===== src/rtl/equiv_pkg.sv =====
// equiv_pkg: shared types and constants for the exhaustive equivalence checker.
// Latency: n/a (types, constants and pure helper functions only).
// Backpressure: n/a.
package equiv_pkg;

    localparam int VEC_COUNT = 16;   // every combination of the 4 stimulus bits
    localparam int VEC_W     = 4;
    localparam int RESP_W    = 5;
    localparam int ERR_W     = 5;    // holds 0..VEC_COUNT
    localparam int CNT_W     = 5;    // settle counter, holds up to SETTLE+1 = 16

    // Sweep sequencer states.
    typedef enum logic [2:0] {
        IDLE  = 3'd0,
        APPLY = 3'd1,
        WAIT  = 3'd2,
        CHECK = 3'd3,
        DONE  = 3'd4
    } state_t;

    // Response packing shared by both implementations: {o0,o1,o2[1:0],o3}.
    typedef struct packed {
        logic       o0;
        logic       o1;
        logic [1:0] o2;
        logic       o3;
    } resp_t;

    // Sweep scorecard, cleared on every accepted start.
    typedef struct packed {
        logic [ERR_W-1:0] err_count;
        logic [VEC_W-1:0] fail_vec;
        logic             fail_valid;
    } result_t;

    // Any single-bit difference between the two responses counts as a mismatch.
    function automatic logic resp_differs(input resp_t a, input resp_t b);
        return (a != b);
    endfunction

    // Error counter increment that sticks at VEC_COUNT instead of wrapping.
    function automatic logic [ERR_W-1:0] err_sat_inc(input logic [ERR_W-1:0] v);
        return (v >= ERR_W'(VEC_COUNT)) ? v : v + ERR_W'(1);
    endfunction

endpackage


===== src/rtl/equiv_vec_gen.sv =====
// equiv_vec_gen: vector index register plus settle counter timed from each vector's apply edge.
// Latency: index changes on the load/step edge; last rises SETTLE cycles after that edge.
// Backpressure: none; load and step are single-cycle commands from the sequencer.
module equiv_vec_gen
    import equiv_pkg::*;
#(
    parameter int SETTLE = 2        // legal 1..15
) (
    input  logic             clk,
    input  logic             rst_n,
    input  logic             load,   // restart at vector 0 (start of a sweep)
    input  logic             step,   // advance to the next vector
    output logic [VEC_W-1:0] index,
    output logic             last    // settle interval for the current vector has elapsed
);

    // The counter is 0 during the apply cycle, then 1..SETTLE through the wait cycles,
    // and parks at SETTLE+1 so it never wraps while the sequencer sits in IDLE or DONE.
    localparam logic [CNT_W-1:0] CNT_LAST = CNT_W'(SETTLE);
    localparam logic [CNT_W-1:0] CNT_SAT  = CNT_W'(SETTLE + 1);

    logic [CNT_W-1:0] settle_cnt;

    // Index changes only on load/step (the apply entry edge); settle count restarts there too.
    always_ff @(posedge clk or negedge rst_n) begin
        if (!rst_n) begin
            index      <= '0;
            settle_cnt <= '0;
        end else if (load) begin
            index      <= '0;
            settle_cnt <= '0;
        end else if (step) begin
            index      <= index + VEC_W'(1);
            settle_cnt <= '0;
        end else if (settle_cnt != CNT_SAT) begin
            settle_cnt <= settle_cnt + CNT_W'(1);
        end
    end

    assign last = (settle_cnt == CNT_LAST);

endmodule


===== config.mk =====
export PLATFORM = sky130hd
export DESIGN_NAME = equiv_vec_gen
export DESIGN_NICKNAME = d
export VERILOG_FILES = /design/src/rtl/equiv_pkg.sv /design/src/rtl/equiv_vec_gen.sv
export SDC_FILE = /design/constraint.sdc
export NUM_CORES = 1
export LEC_CHECK = 0
export BUFFER_PORTS_ARGS = -buffer_cell sky130_fd_sc_hd__buf_2
export CORE_AREA = 2 2 39 41
export DETAILED_ROUTE_END_ITERATION = 7
export DIE_AREA = 0 0 41 43
export HOLD_SLACK_MARGIN = 0.02
export PLACE_DENSITY = 0.52
export SYNTH_ARGS = -nofsm -noshare
export SYNTH_HDL_FRONTEND = slang
export SYNTH_SLANG_ARGS = --single-unit

===== constraint.sdc =====
create_clock -name clk -period 2 [get_ports clk]
set_input_delay 0.1 -clock clk [delete_from_list [all_inputs] [get_ports clk]]
set_output_delay 0.1 -clock clk [all_outputs]
set_load 0.03 [all_outputs]

==> flow_summary.yaml <==
timing:
  slew_headroom_pct: 84.2
  fin_crit_sh_pct: 77.9
  maxSlewViolCount: 0
  hold_viol: 0
  fin_skew_ns: 0.00239
  clock.fmax_mhz: 642
  worst_slew_pin_slew_ns: 0.234
  final.min_clock_period_ns: 1.56
  fin_ws_ns: 0.442
  finalSetupTns_ns: 0
  fin_hold_ws_ns: 0.134
  rsz0062_at_grt: "no"
  setup_viol: 0
global_routing:
  grt_max_degree: 10
  track_usage_pct: 12.6
  grt_pass1_wl_mm: 1.48
  grt-ovfl-total: 0
  antenna_found_initial: 0
  grt_pass1_vias: 340
setup_path:
  cp.required_ns: 2.14
  crit_fanout: 4
  arrival_ns: 1.70
  slowest_stage: "or4b_4"
  path_delay_family: "simple AND/OR/NAND/NOR gates"
  cp-start-kind: "register"
  path_buf_inv: 0
  max_stage_delay_ns: 0.50
  end_kind: "register"
  worstPathCellList: "ha_1, or4b_4, a2111oi_2"
  crit_type: "register to register"
synth:
  synth_edf_count: 0
  ys_ff_latch: 9
  synthFlopType: "dfrtp_1"
  syn_area_per_cell_um2: 11.2
  ys_async_sr_fraction_pct: 100
  synth_nets: 47
  synthTopCellsByArea: "dfrtp_1 (50%), ha_1 (8.4%), xor2_1 (7.8%)"
  yosys.area.top_type: "dfrtp_1"
  synthesis.area_um2: 449
  yosys_warnings: 0
  synth_top_area_share_pct: 50.1
  synth_cell_types: 17
  synth_commonest_cells: "dfrtp_1 (9), nor2_1 (5), nor3_1 (4), xor2_1 (4), ha_1 (3)"
  synthCells: 40
  synth.most_common_cell: "dfrtp_1"
  seq_area_frac_synth_pct: 50.1
floorplanning:
  rows: 14
  die_y_um: 43
  coreArea_mm2: 0.00138
  io_pins: 9
  die_w_um: 41
  dieArea_mm2: 0.00176
  start_util_pct: 32.5
cts:
  clk_pin_slew_worst_paths_ns: 0.06
  cts_sinks: 9
  h-tree-depth: 1
  post_cts_resized: 0
  cts_buffers: 3
  cts_setup_buffers: 0
  clock_path_buffers: 2
  cts_tree: "done"
  postCtsHoldBufs: 1
  clockRootBuffer: "clkbuf_4"
  clk_latency_ns: 0.25
place:
  post-place-ws_ns: 0.449
  gp_congestion: 0.616
  dp_hpwl_um: 549
  io_buffers: 8
route:
  drc_errors: 0
  drtPass1Iterations: 1
  ant_nets: 0
  wl_per_cell_um: 11.3
  vias: 314
  drt_wl_total_um: 760
  via_per_inst: 4.69
  drt_iter0_drc: 0
power_and_ir_drop:
  leakage_nw: 0.260
  cellPowerDensity_mw_per_mm2: 697
  finalPower_uw: 375
  ir_drop_mv: 0.234
job:
  maxCapViolations: 0
outcome:
  status: "complete, no violations"
final_layout:
  num_antenna_cells: 0
  fin_nets: 59
  area_delta_synth_final_pct: 19.8
  drive_gt1_share_pct: 27.5
worst_hold_path:
  hold_class: "primary input to register"
## path summary, 6_finish.rpt
path	start	to	slack, ns	cells past startpoint
min in group asynchronous	rst_n	index[1]	0.23	2
min	load	settle_cnt[1]	0.13	2
max reg2reg	settle_cnt[0]	settle_cnt[1]	0.44	3
max	settle_cnt[0]	settle_cnt[1]	0.44	3
min reg2reg	index[3]	index[3]	0.54	2
max in group asynchronous	rst_n	settle_cnt[1]	1.59	2
## cell usage in the layout (no fill, tap or decap), drive strengths merged
cell	netlist	routed
dfrtp	9	9
buf	0	8
nor2	5	5
xor2	4	4
nor3	4	4
clkbuf	2	4
ha	3	3
nand3	2	2
xnor2	2	2
inv	1	1
nor4b	1	1
nand4	1	1
mux2i	1	1
o21ai	1	1
mux2	1	1
or4b	1	1
a2111oi	1	1
nand2	1	1
dlygate4sd3	0	1
## registers in the layout (all words and copies together) (netlist names)
name        flops
settle_cnt      5
index           4
## worst reg2reg max path, delay by kind of cell (launching register included)
family,cells,cell delay (ns)
adder cells (fa/ha/maj),1,0.21
flip-flops,1,0.40
AND/OR/NAND/NOR,1,0.50
AO/OA/AOI/OAI,1,0.35
## where the power goes
group / internal, mW / leakage, nW / total (mW) / switching, mW
logic: 0.0165 / 0.122 / 0.0447 / 0.0282
registers: 0.188 / 0.123 / 0.195 / 0.00698
clock network: 0.0766 / 0.0150 / 0.135 / 0.0584
total: 0.281 / 0.260 / 0.375 / 0.0936
## layout make-up
cell class	instances	area (µm²)
Timing Repair Buffer	9	50.0
Sequential cell	9	225
Fill cell	143	846
Tap cell	16	20.0
Clock buffer	4	26.3
Multi-Input combinational cell	28	213
Inverter	1	3.75
## per-layer routing
metal | vias up | track usage [%] | part of all wire, %
met4 | 0 | 8.00 | 0
met3 | 0 | 3.14 | 3.2
li1 | 158 | - | -
met5 | - | 0 | 0
met1 | 150 | 18.1 | 50
met2 | 6 | 16.3 | 47
## kinds of logic (layout without fill, tap and decap cells)
family          after synthesis  after routing  synth area share (%)
fa+ha+maj                     3              3                  8.36
xor+xnor                      6              6                  11.7
compound gates                2              2                  4.45
simple gates                 15             15                  18.1
flops                         9              9                  50.1
buf+inv                       3             14                  2.51
mux                           2              2                  4.74
## through the flow
stage | std cells | cell area, µm² | util [%]
4_1_cts | 67 | 538 | 38.9
2_1_floorplan | 40 | 449 | -
3_5_place_dp | 62 | 502 | 36.3
3_3_place_gp | 62 | 502 | 36.3
6_report | 67 | 538 | 38.9
5_1_grt | 67 | 538 | 38.9
Power figures use the tool's default switching activity.
